## src/rtl/mem_client_port_pkg.sv

```systemverilog
// Shared constants for the client front end of the DDR controller:
// address field layout, default read latency and refresh interval.
package mem_client_port_pkg;

    localparam int ADDR_W = 27;
    localparam int DWIDTH = 32;

    localparam int ROW_HI  = 26;
    localparam int ROW_LO  = 15;
    localparam int BANK_HI = 14;
    localparam int BANK_LO = 13;
    localparam int COL_HI  = 12;

    localparam int READ_LAT_DEF       = 4;
    localparam int REFRESH_PERIOD_DEF = 1560;

    // Builds a client address from its row/bank/column fields.
    function automatic logic [ADDR_W-1:0] make_addr(
        input logic [ROW_HI-ROW_LO:0]   row,
        input logic [BANK_HI-BANK_LO:0] bank,
        input logic [COL_HI:0]          col
    );
        return {row, bank, col};
    endfunction

endpackage

```

## src/rtl/mem_req_fifo.sv

```systemverilog
// Request queue in front of the controller: registered pointers and count,
// head entry presented combinationally from the read pointer.
module mem_req_fifo #(
    parameter int DEPTH = 4,
    parameter int WIDTH = 8
) (
    input  logic             CLK,
    input  logic             RST,
    input  logic             i_push,
    input  logic [WIDTH-1:0] i_wdata,
    input  logic             i_pop,
    output logic [WIDTH-1:0] o_rdata,
    output logic             o_full,
    output logic             o_empty
);

    localparam int PTR_W = $clog2(DEPTH);

    logic [WIDTH-1:0] r_mem [DEPTH];
    logic [PTR_W-1:0] r_wr_ptr;
    logic [PTR_W-1:0] r_rd_ptr;
    logic [PTR_W:0]   r_count;
    logic             w_push;
    logic             w_pop;

    assign o_full  = (r_count == (PTR_W+1)'(DEPTH));
    assign o_empty = (r_count == '0);
    assign w_push  = i_push & ~o_full;
    assign w_pop   = i_pop & ~o_empty;
    assign o_rdata = r_mem[r_rd_ptr];

    always_ff @(posedge CLK) begin
        if (w_push) begin
            r_mem[r_wr_ptr] <= i_wdata;
        end
    end

    // Pointers wrap naturally because DEPTH is a power of two.
    always_ff @(posedge CLK) begin
        if (!RST) begin
            r_wr_ptr <= '0;
            r_rd_ptr <= '0;
            r_count  <= '0;
        end else begin
            if (w_push) begin
                r_wr_ptr <= r_wr_ptr + 1'b1;
            end
            if (w_pop) begin
                r_rd_ptr <= r_rd_ptr + 1'b1;
            end
            case ({w_push, w_pop})
                2'b10:   r_count <= r_count + 1'b1;
                2'b01:   r_count <= r_count - 1'b1;
                default: r_count <= r_count;
            endcase
        end
    end

endmodule

```

## src/rtl/mem_client_port.sv

```systemverilog
// Client front end: queues requests toward the command-entry stage, returns
// read data with its tag after a fixed latency, and runs the refresh timer.
module mem_client_port
    import mem_client_port_pkg::*;
#(
    parameter int DEPTH          = 4,
    parameter int TAG_W          = 4,
    parameter int READ_LAT       = READ_LAT_DEF,
    parameter int REFRESH_PERIOD = REFRESH_PERIOD_DEF
) (
    input  logic              CLK,
    input  logic              RST,
    input  logic              REQ_VALID,
    output logic              REQ_READY,
    input  logic [ADDR_W-1:0] REQ_ADDR,
    input  logic              REQ_WE,
    input  logic [DWIDTH-1:0] REQ_WDATA,
    input  logic [TAG_W-1:0]  REQ_TAG,
    output logic              RSP_VALID,
    output logic [DWIDTH-1:0] RSP_DATA,
    output logic [TAG_W-1:0]  RSP_TAG,
    output logic [ADDR_W-1:0] ADDRESS_REQ,
    output logic              WE,
    output logic [DWIDTH-1:0] DATA_W,
    output logic              DO_ACT,
    input  logic              COMMAND_LATCHED,
    input  logic [DWIDTH-1:0] DATA_R,
    output logic              REFRESH_STROBE
);

    localparam int ENT_W  = ADDR_W + 1 + DWIDTH + TAG_W;
    localparam int RCNT_W = $clog2(REFRESH_PERIOD);

    logic [ENT_W-1:0]  w_head;
    logic [TAG_W-1:0]  w_head_tag;
    logic              w_full;
    logic              w_empty;
    logic              w_push;
    logic              w_pop;
    logic              w_rd_issue;

    logic [READ_LAT:0] r_pipe_vld;
    logic [TAG_W-1:0]  r_pipe_tag [READ_LAT+1];
    logic              r_rsp_valid;
    logic [DWIDTH-1:0] r_rsp_data;
    logic [TAG_W-1:0]  r_rsp_tag;
    logic [RCNT_W-1:0] r_ref_cnt;
    logic              r_ref_strobe;

    // Ready is a pure function of the registered count; a pop in the same
    // cycle does not make room for a push.
    assign REQ_READY  = ~w_full;
    assign DO_ACT     = ~w_empty;
    assign w_push     = REQ_VALID & REQ_READY;
    assign w_pop      = DO_ACT & COMMAND_LATCHED;
    assign w_rd_issue = w_pop & ~WE;

    assign {ADDRESS_REQ, WE, DATA_W, w_head_tag} = w_head;

    mem_req_fifo #(
        .DEPTH (DEPTH),
        .WIDTH (ENT_W)
    ) u_fifo (
        .CLK     (CLK),
        .RST     (RST),
        .i_push  (w_push),
        .i_wdata ({REQ_ADDR, REQ_WE, REQ_WDATA, REQ_TAG}),
        .i_pop   (w_pop),
        .o_rdata (w_head),
        .o_full  (w_full),
        .o_empty (w_empty)
    );

    // One slot per cycle since the pop; the last stage lines up with the
    // cycle in which DATA_R carries that read's data.
    always_ff @(posedge CLK) begin
        if (!RST) begin
            r_pipe_vld  <= '0;
            for (int i = 0; i <= READ_LAT; i++) begin
                r_pipe_tag[i] <= '0;
            end
            r_rsp_valid <= 1'b0;
            r_rsp_data  <= '0;
            r_rsp_tag   <= '0;
        end else begin
            r_pipe_vld    <= {r_pipe_vld[READ_LAT-1:0], w_rd_issue};
            r_pipe_tag[0] <= w_head_tag;
            for (int i = 1; i <= READ_LAT; i++) begin
                r_pipe_tag[i] <= r_pipe_tag[i-1];
            end
            r_rsp_valid <= r_pipe_vld[READ_LAT];
            if (r_pipe_vld[READ_LAT]) begin
                r_rsp_data <= DATA_R;
                r_rsp_tag  <= r_pipe_tag[READ_LAT];
            end
        end
    end

    assign RSP_VALID = r_rsp_valid;
    assign RSP_DATA  = r_rsp_data;
    assign RSP_TAG   = r_rsp_tag;

    always_ff @(posedge CLK) begin
        if (!RST) begin
            r_ref_cnt    <= '0;
            r_ref_strobe <= 1'b0;
        end else if (r_ref_cnt == RCNT_W'(REFRESH_PERIOD - 1)) begin
            r_ref_cnt    <= '0;
            r_ref_strobe <= ~r_ref_strobe;
        end else begin
            r_ref_cnt    <= r_ref_cnt + 1'b1;
        end
    end

    assign REFRESH_STROBE = r_ref_strobe;

endmodule

```

## config.mk

```make
export PLATFORM = sky130hd
export DESIGN_NAME = mem_client_port
export DESIGN_NICKNAME = d
export VERILOG_FILES = /design/src/rtl/mem_client_port_pkg.sv /design/src/rtl/mem_req_fifo.sv /design/src/rtl/mem_client_port.sv
export SDC_FILE = /design/constraint.sdc
export NUM_CORES = 1
export LEC_CHECK = 0
export CELL_PAD_IN_SITES_DETAIL_PLACEMENT = 1
export CELL_PAD_IN_SITES_GLOBAL_PLACEMENT = 1
export CORE_MARGIN = 2
export CORE_UTILIZATION = 45
export DETAILED_ROUTE_END_ITERATION = 16
export PLACE_DENSITY_LB_ADDON = 0.25
export SETUP_SLACK_MARGIN = 0.4
export SLEW_MARGIN = 20
export SYNTH_ARGS = -nofsm -noshare
export SYNTH_HDL_FRONTEND = slang
export SYNTH_SLANG_ARGS = --single-unit
```

## constraint.sdc

```tcl
create_clock -name CLK -period 4.17 [get_ports CLK]
set_clock_uncertainty 0.2 [all_clocks]
set_input_delay 0.6255 -clock CLK [delete_from_list [all_inputs] [get_ports CLK]]
set_output_delay 0.6255 -clock CLK [all_outputs]
set_load 0.005 [all_outputs]
```

== After elaboration in Yosys (flattened, before gate mapping) ==
Memory sizes are Yosys's and may differ from the RTL's. A register that Yosys moved wholly into a read port is not among the register bits.
Cells that the tools add are included.
Cells by class
  add/sub/neg operators: 5
  equality and inequality tests: 4
  muxes and demuxes: 12
  bitwise operators: 15
  reductions and logical operators: 4
Operator list (number)
  $mux W4: 5
  $add A11 B1 Y11 const B: 1
  $eq A11 B11 Y1 const B: 1
  $pmux W3 S2: 1
  $and A1 B1 Y1: 5
  $not A1 Y1: 5
  $or A1 B1 Y1: 5
  $add A2 B1 Y2 const B: 2
  $mux W1: 4
  $mux W2: 2
  $add A3 B1 Y3 const B: 1
  $eq A3 B3 Y1 const B: 1
  $logic_not A3 Y1: 1
  $sub A3 B1 Y3 const B: 1
  $eq A2 B1 Y1 const B: 1
  $eq A2 B2 Y1 const B: 1
  $reduce_bool A2 Y1: 1
  $reduce_or A2 Y1: 1
  $logic_not A1 Y1: 1
Storage, ports and cells
  bits in registers: 57
  bits in writable memories: 276
  output and inout port bits: 100
  word-level logic and storage cells: 50
  memories: 2
Memory list
  u_fifo.r_mem: depth 4, width 64, read ports 1, clocked after Yosys merged registers in 1, write ports 1, line mem_req_fifo.sv:19  | logic [WIDTH-1:0] r_mem [DEPTH];
  r_pipe_tag: depth 5, width 4, read ports 5, clocked after Yosys merged registers in 1, write ports 5, line mem_client_port.sv:43  | logic [TAG_W-1:0] r_pipe_tag [READ_LAT+1];

== Logic depth before layout (Yosys ltp) ==
Gate-level depths: netlist (run 1).
  word-level depth: 6
  mapped depth: 9
  gate-level depth less buffers: 8

== Modules after synthesis ==
A second synthesis (run 1) with hierarchy kept.
Unflattened totals
  cells, all modules: 620
  area total of the unflattened synthesis: 12418.2 sq um
Modules (own cells, without submodules)
  mem_req_fifo: times used 1, cells each 388, area an instance 9808.2 sq um
  mem_client_port: times used 1, cells each 232, area an instance 2610.0 sq um

== Worst setup path after synthesis (run 1) ==
Ideal clock, no wire load.
  path kind: input -> register
  from: input REQ_VALID
  to: memory u_fifo.r_mem[0][0] in the netlist's numbering, enable pin
  setup time: 0.429 ns
  arrival: 2.429 ns
  required time: 3.541 ns
  path slack: 1.112 ns
  stages: 2
  path through: buf_1 and3_1
On the way
  word-level cells in the longest chain between the ends: 4
Ends and longest elaborated chain
  from (decl): line mem_client_port.sv:13  | input logic REQ_VALID,
  $and A1 B1 Y1: line mem_client_port.sv:54  | assign w_push = REQ_VALID & REQ_READY;
  $and A1 B1 Y1: line mem_req_fifo.sv:28  | assign w_push = i_push & ~o_full;
  $mux W1: line mem_req_fifo.sv:33  | if (w_push) begin
  $mux W1 (implied by the code): line mem_req_fifo.sv:34  | r_mem[r_wr_ptr] <= i_wdata;
  to (decl): line mem_req_fifo.sv:19
No other way between the ends.

==> out/results.ini, run 1 <==
[outcome]
outcome = complete, no violations

[global_route]
antenna_found_initial = 3
grt_util_all_layers_pct = 17.4
grt_pass1_wl_mm = 39.0
grt_pass1_vias = 6905
gr-total-overflow = 0
grt_max_degree = 62

[power]
cellLeakagePower_nw = 5.13
vdd_drop_max_mv = 0.595
p_per_area_mw_per_mm2 = 563

[logic_synthesis]
ys_seq_area_share_pct = 74.3
synth_nets = 781
postSynthCellCount = 674
synth.distinct_cells = 33
ys_warn_count = 0
synth.avg_cell_area_um2 = 18.7
syn_area_mm2 = 0.0126
yosys_register_bits = 339

[timing]
rsz0062_at_grt = no
period_share_pct = 79.8
whs_ns = 0.218
min_period_ns = 3.33
slew_viol_final = 0
tns_ns = 0
max_slew.worst_pin.slew_ns = 1.11
timing.final.ws_setup_ns = 0.843
hold_violations = 0
slew_headroom_pct = 25.9
finalSetupViolCount = 0
max_freq_mhz = 301

[final_layout]
drive_gt1_share_pct = 16.2
fillers = 2456
mostFrequentLayoutCells = 256 x edfxtp_1, 199 x clkdlybuf4s50_1, 80 x dfxtp_1
nets = 941
layout_commonest_cell = edfxtp_1
fin_cells = 1238
syn_to_final_growth_pct = 25.7

[cts]
root_buffer = clkbuf_16
postCtsSetupBuffers = 0
clock_path_buffers = 3
cts_made_buffers = 36
clock_sinks = 339
cts_htree_levels = 2
ctsHoldBuffers = 0
cts_resized = 0
path_clk_slew_ns = 0.06
clk_latency_ns = 0.50
cts_tree = yes

[worst_setup_path]
crit_chain = buf_4, mux4_2, clkdlybuf4s50_1
crit_path_top_delay_cell = dfxtp_4
endpoint_kind = output pin
slowest_delay_ns = 0.64
crit_fanout = 20
arrival_ns = 2.50
critical_path_required_ns = 3.34
path_class = reg2out
cp-start-kind = register

[place]
dp_slack_ns = 1.20
io_buffers = 199
dp_cells = 1174
dp_hpwl_mm = 15.9
gp_congestion = 0.739

[floorplan]
io_pins = 200
die_y_um = 171
core_area_mm2 = 0.0276
die-width_um = 171
std_cell_rows = 61
initial_utilization_pct = 45.6
dieArea_mm2 = 0.0293

[drt]
wl_met3_mm = 2.19
drt_first_pass_iters = 4
drt-met1-wl_mm = 10.0
num_vias = 6225
wl_met2_mm = 12.5
first_iter_violations = 270
drt-total-wl_mm = 25.3
top_layer = met5
drc = 0
wl_per_cell_um = 20.4
viasPerCell = 5.03
drt.antenna.violating_nets = 0

[min_path]
hold_class = reg2reg

[job]
drv_cap = 0

final cells by class:
type,count,area [um2],share of cell area (%)
repair buffers,209,2120,13.4
clock buffers,41,983,6.21
multi-input cells,238,2660,16.8
clock inverters,22,193,1.22
inverters,10,37.5,0.237
flip-flops and latches,339,9360,59.1
diodes,1,2.50,0.0158
well taps,378,473,2.99
power breakdown:
group	leakage (nW)	internal [mW]	total (mW)	switching (mW)
clock network	0.577	1.88	3.11	1.23
registers	3.02	3.91	4.08	0.171
logic	1.53	1.06	1.72	0.660
synth_stat cells, drive strengths merged:
cell type  instances  share of area, %
dfxtp             83                13
and3               4              0.20
inv               10              0.30
a21o               2              0.12
mux2i             36               2.9
a21oi             11              0.44
or3b               1             0.070
ha                 6              0.60
o21ai              3              0.12
buf               73               4.1
o31ai              7              0.53
nor2              47               1.4
xnor2              2              0.14
edfxtp           256                61
and2              25               1.2
mux4              64                11
nand4bb            1              0.13
clkbuf            14              0.42
nor3               1             0.040
nand2              3             0.089
o311ai             1             0.070
nand3              6              0.28
xor2               5              0.35
or3                5              0.30
fa                 1              0.16
nand4              2             0.099
or4                5              0.30
registers in the layout, summed over array words and instances (netlist names), named ones only:
name             flops
u_fifo.r_wr_ptr      2
REFRESH_STROBE       1
u_fifo.r_mem       256
RSP_TAG              4
r_pipe_vld           5
RSP_DATA            32
RSP_VALID            1
u_fifo.r_rd_ptr      2
u_fifo.r_count       3
r_pipe_tag          20
r_ref_cnt           11
per-layer routing:
layer	vias to the layer above	track usage [%]
met5	-	0
met4	2	4.79
met3	42	6.05
met2	197	30.1
met1	3125	20.8
li1	2859	-
logic make-up after synthesis:
logic type	count (synthesis)	share of synthesized area, %
mux	100	14.3
flops	339	74.3
simple gates	100	4.14
xor+xnor	7	0.487
compound gates	24	1.27
buf+inv	97	4.77
fa+ha+maj	7	0.755
critical path: cells and delay by family (launching register included):
family / cells / cell delay (ns)
flops: 1 / 0.64
buf+inv: 2 / 0.82
mux: 1 / 0.54
through the flow:
stage / utilization [%] / power (mW) / instance area [um2]
finish: 57.3 / 8.91 / 15800
global route: 57.3 / 9.30 / 15800
CTS: 57.3 / 9.06 / 15800
detailed placement: 53.0 / 5.91 / 14600
global placement: 53.0 / 5.86 / 14600
floorplan: - / 5.28 / 12600
worst paths after layout:
check | from | to | slack [ns] | cells past startpoint
worst max-delay path | register | DATA_W[22] | 0.84 | 3
worst min-delay path | r_pipe_tag[2][2]$_SDFF_PN0_ | r_pipe_tag[3][2]$_SDFF_PN0_ | 0.22 | 1
worst max register to register | u_fifo.r_count[2]$_SDFFE_PN0P_ | u_fifo.r_count[2]$_SDFFE_PN0P_ | 1.59 | 8
worst min register to register | r_pipe_tag[2][2]$_SDFF_PN0_ | r_pipe_tag[3][2]$_SDFF_PN0_ | 0.22 | 1
No activity file was read; power rests on OpenSTA's default activity.
==> inputs of run 2 (changes only) <==
Clock period 4.17 ns to 3.16 ns, I/O delays scaled along.
==> run 2 against run 1 <==
Effect of this change:
- cell count is 1.7% higher
- non-clock buffer count rose by 21
- critical endpoint is now DATA_W[29]
- first-iteration DRC count up 20%
- die area unchanged
- wire length grew 2.7%
- sequential power increased by 30%
- final area rose by 1.9%
==> out/results.ini, run 2 (synthesized netlist as in run 1, its figures left out) <==
[final_layout]
final_area_mm2 = 0.0161
syn_to_final_growth_pct = 28.0
drive_gt1_share_pct = 17.6
largest_register_ffs = 256
nets = 962
fin_cells = 1259
mostFrequentLayoutCells = 256 x edfxtp_1, 156 x clkdlybuf4s50_1, 80 x dfxtp_1
multi_input_area_mm2 = 0.00266
largest_register = u_fifo.r_mem
diodes = 0
fillers = 2463
layout_commonest_cell = edfxtp_1
regArea_mm2 = 0.00936

[place]
gp_congestion = 0.712
dp_hpwl_mm = 15.5
place_area_mm2 = 0.0147
dp_cells = 1177
io_buffers = 199
dp_slack_ns = 0.396

[job]
drv_cap = 0

[drt]
drt_first_pass_iters = 4
drt-total-wl_mm = 26.0
drt.antenna.violating_nets = 0
drc = 0
first_iter_violations = 324
num_vias = 6276
viasPerCell = 4.98
wl_per_cell_um = 20.6

[timing]
finalSetupViolCount = 0
slew_headroom_pct = 57.7
timing.final.ws_setup_ns = 0.335
slew_viol_final = 0
tns_ns = 0
hold_violations = 0
max_freq_mhz = 354
period_share_pct = 89.4
min_period_ns = 2.83
rsz0062_at_grt = yes
max_slew.worst_pin.slew_ns = 0.635

[floorplan]
initial_utilization_pct = 45.6
core_area_mm2 = 0.0276
dieArea_mm2 = 0.0293
die_y_um = 171
die-width_um = 171
std_cell_rows = 61
io_pins = 200

[worst_setup_path]
endpoint_kind = output pin
arrival_ns = 2.15
crit_chain = buf_16, mux4_2, clkdlybuf4s50_1
crit_path_top_delay_cell = mux4_2
slowest_delay_ns = 0.57
crit_fanout = 17
crit_buf_inv = 2
path_class = reg2out
path_delay_family = buffers and inverters
cp-start-kind = register
critical_path_required_ns = 2.49

[power]
cellLeakagePower_nw = 5.49
p_per_area_mw_per_mm2 = 733
vdd_drop_max_mv = 0.515

[cts]
ctsHoldBuffers = 0
clock_path_buffers = 3
clock_sinks = 339
cts_made_buffers = 36
root_buffer = clkbuf_16
cts_htree_levels = 2
path_clk_slew_ns = 0.05
cts_tree = yes
clk_latency_ns = 0.50

[global_route]
antenna_found_initial = 1
grt_pass1_vias = 6845
grt_pass1_wl_mm = 38.7
gr-total-overflow = 0
grt_util_all_layers_pct = 17.4
grt_max_degree = 65

[outcome]
outcome = complete, no violations

[min_path]
hold_class = reg2reg

-- run 2: layout make-up --
type                            count  share of cell area (%)
Sequential cell                   339                    58.1
Clock inverter                     10                   0.349
Multi-Input combinational cell    238                    16.5
Tap cell                          378                    2.93
Clock buffer                       54                    6.42
Timing Repair Buffer              230                    15.5
Inverter                           10                   0.233
-- run 2: metrics by stage --
step / hold WS [ns] / util (%) / total power, mW
6_report: 0.233 / 58.3 / 11.8
5_1_grt: 0.252 / 58.3 / 12.3
2_1_floorplan: 0.212 / - / 6.96
3_5_place_dp: 0.222 / 53.3 / 7.83
4_1_cts: 0.236 / 57.7 / 11.9
3_3_place_gp: 0.216 / 53.3 / 7.75
-- run 2: power breakdown --
group | internal, mW | total (mW) | switching, mW
registers | 5.16 | 5.29 | 0.127
clock network | 2.26 | 3.85 | 1.59
logic | 1.60 | 2.68 | 1.08
-- run 2: worst paths after layout --
check | from | end | slack (ns) | cells past startpoint
hold reg to reg | r_pipe_tag[3][3]$_SDFF_PN0_ | r_pipe_tag[4][3]$_SDFF_PN0_ | 0.23 | 1
setup reg to reg | u_fifo.r_count[2]$_SDFFE_PN0P_ | u_fifo.r_count[2]$_SDFFE_PN0P_ | 0.50 | 8
hold / removal | r_pipe_tag[3][3]$_SDFF_PN0_ | r_pipe_tag[4][3]$_SDFF_PN0_ | 0.23 | 1
setup / recovery | register | DATA_W[29] | 0.33 | 3
-- run 2: metal layers --
metal / GRT usage [%] / vias up / share of wire, % / wire length [um]
met4: 4.90 / 2 / 2.5 / 648
met5: 0 / - / 0.050 / 13
li1: - / 2896 / - / -
met2: 30.8 / 179 / 51 / 13200
met1: 21.3 / 3154 / 41 / 10600
met3: 4.39 / 45 / 6.1 / 1580
-- run 2: repair_timing --
action,4_1_cts,5_1_grt
resized for setup,27,29
setup endpoints to repair,60,43
gates cloned,3,2
setup buffers,5,8
==> inputs of run 3 (changes only) <==
Settings changed: CELL_PAD_IN_SITES_DETAIL_PLACEMENT 1 to unset, CELL_PAD_IN_SITES_GLOBAL_PLACEMENT 1 to unset, CORE_UTILIZATION 45 to 55, CTS_BUF_LIST set to sky130_fd_sc_hd__clkbuf_4, SETUP_SLACK_MARGIN 0.4 to 0.2.
==> run 3 against run 2 <==
Effect of this change:
- global-route usage up 2.7 points
- count of clock-buffer cells in the layout is 70 higher
- sequential cell count unchanged
- non-clock buffer count down 2
- maximum frequency down 6.1%
- cell count down 0.71%
- worst setup slack got worse by 0.18 ns
- hold slack worse by 0.012 ns
- critical path type unchanged
- largest cell class unchanged
==> out/results.ini, run 3 (synthesized netlist as in run 1, its figures left out) <==
[outcome]
outcome = complete, no violations

[final_layout]
syn_to_final_growth_pct = 26.9
drive_gt1_share_pct = 24.6
largest_register = u_fifo.r_mem
finalCoreUtilization_pct = 70.8
largest_register_ffs = 256
layout_commonest_cell = edfxtp_1
nets = 1007
mostFrequentLayoutCells = 256 x edfxtp_1, 167 x clkdlybuf4s50_1, 124 x clkbuf_4

[min_path]
hold_class = reg2reg
whs_path_depth = 1
whs_endpoint = r_pipe_tag[1][1]$_SDFF_PN0_
hp-start = r_pipe_tag[0][1]$_SDFF_PN0_

[worst_setup_path]
path_class = reg2out
crit_path_top_delay_cell = mux4_2
reg2regPathDepth = 8
crit_buf_inv = 2
crit_fanout = 25
cp-start-kind = register
r2r_end = u_fifo.r_count[2]$_SDFFE_PN0P_
critical_path_required_ns = 2.49
rr_startpoint = u_fifo.r_count[2]$_SDFFE_PN0P_
arrival_ns = 2.33
rrSetupSlack_ns = 0.59
endpoint_kind = output pin
crit_chain = buf_12, mux4_2, clkdlybuf4s50_1
path_delay_family = buffers and inverters
slowest_delay_ns = 0.56

[power]
cellLeakagePower_nw = 5.60
p_per_area_mw_per_mm2 = 719
vdd_drop_max_mv = 0.534

[drt]
drt_first_pass_iters = 7
num_vias = 6568
first_iter_violations = 384
drt.antenna.violating_nets = 0
wl_per_cell_um = 19.6
drt-total-wl_mm = 24.5
viasPerCell = 5.25
drc = 0

[floorplan]
dieArea_mm2 = 0.0241
die-width_um = 155
std_cell_rows = 55
initial_utilization_pct = 55.8
die_y_um = 155
io_pins = 200
core_area_mm2 = 0.0226

[timing]
slew_headroom_pct = 28.8
max_freq_mhz = 332
whs_ns = 0.221
tns_ns = 0
min_period_ns = 3.01
max_slew.worst_pin.slew_ns = 1.07
slew_viol_final = 0
period_share_pct = 95.2
finalSetupViolCount = 0
rsz0062_at_grt = yes
hold_violations = 0

[global_route]
grt_util_all_layers_pct = 20.2
antenna_found_initial = 1
grt_pass1_wl_mm = 37.0
grt_max_degree = 38
grt_pass1_vias = 7136
gr-total-overflow = 0

[place]
dp_hpwl_mm = 14.9
gp_congestion = 0.748
io_buffers = 199

[cts]
root_buffer = clkbuf_4
clock_sinks = 339
path_clk_slew_ns = 0.06
cts_made_buffers = 83
clk_latency_ns = 0.67
cts_tree = yes
cts_htree_levels = 3
clock_path_buffers = 3

[job]
drv_cap = 0

run 3: area by class of cell:
type / count / area, um2
Sequential cell: 339 / 9360
Fill cell: 1434 / 6600
Multi-Input combinational cell: 238 / 2660
Timing Repair Buffer: 228 / 2450
Clock buffer: 124 / 931
Tap cell: 285 / 357
Clock inverter: 25 / 178
Inverter: 10 / 37.5
Antenna cell: 1 / 2.50
run 3: through the flow:
| step | worst slack [ns] | cell area (um2) | std cells | power (mW) |
|---|---|---|---|---|
| 6_report | 0.152 | 16000 | 1250 | 11.5 |
| 4_1_cts | 0.0468 | 15800 | 1242 | 11.6 |
| 3_5_place_dp | 0.461 | 14600 | 1086 | 7.78 |
| 3_3_place_gp | 0.529 | 14600 | 1086 | 7.73 |
| 5_1_grt | 0.0379 | 16000 | 1250 | 12.0 |
| 2_1_floorplan | 0.784 | 12600 | 674 | 6.96 |
run 3: where the power goes:
group,leakage (nW),internal [mW],switching [mW]
Sequential,3.02,5.15,0.121
Clock,0.659,2.04,1.66
Combinational,1.92,1.52,0.994
run 3: worst max-delay path by stage:
| stage | from | endpoint | depth (start not counted) |
|---|---|---|---|
| 2_1_floorplan | u_fifo.r_count[0]$_SDFFE_PN0P_ | u_fifo.r_count[2]$_SDFFE_PN0P_ | 9 |
| 3_3_place_gp | COMMAND_LATCHED | u_fifo.r_count[2]$_SDFFE_PN0P_ | 9 |
| 3_5_place_dp | COMMAND_LATCHED | u_fifo.r_count[2]$_SDFFE_PN0P_ | 9 |
| 4_1_cts | register | DATA_W[5] | 3 |
| 5_1_grt | register | ADDRESS_REQ[18] | 3 |
| 6_report | register | DATA_W[25] | 3 |
run 3: timing repair:
| item | 4_1_cts | 5_1_grt |
|---|---|---|
| gates resized for setup | 9 | 28 |
| setup endpoints to repair | 54 | 55 |
| cloned | 0 | 3 |
| hold endpoints to repair | 0 | 0 |
| setup buffers | 7 | 4 |
| hold buffers | 0 | 0 |
run 3: metal layers:
metal	vias to the layer above	global-route usage [%]	share of wire, %
met1	3223	22.9	38
met4	0	8.61	2.2
met5	-	0	0
met3	40	7.27	8.3
met2	258	34.8	52
li1	3047	-	-
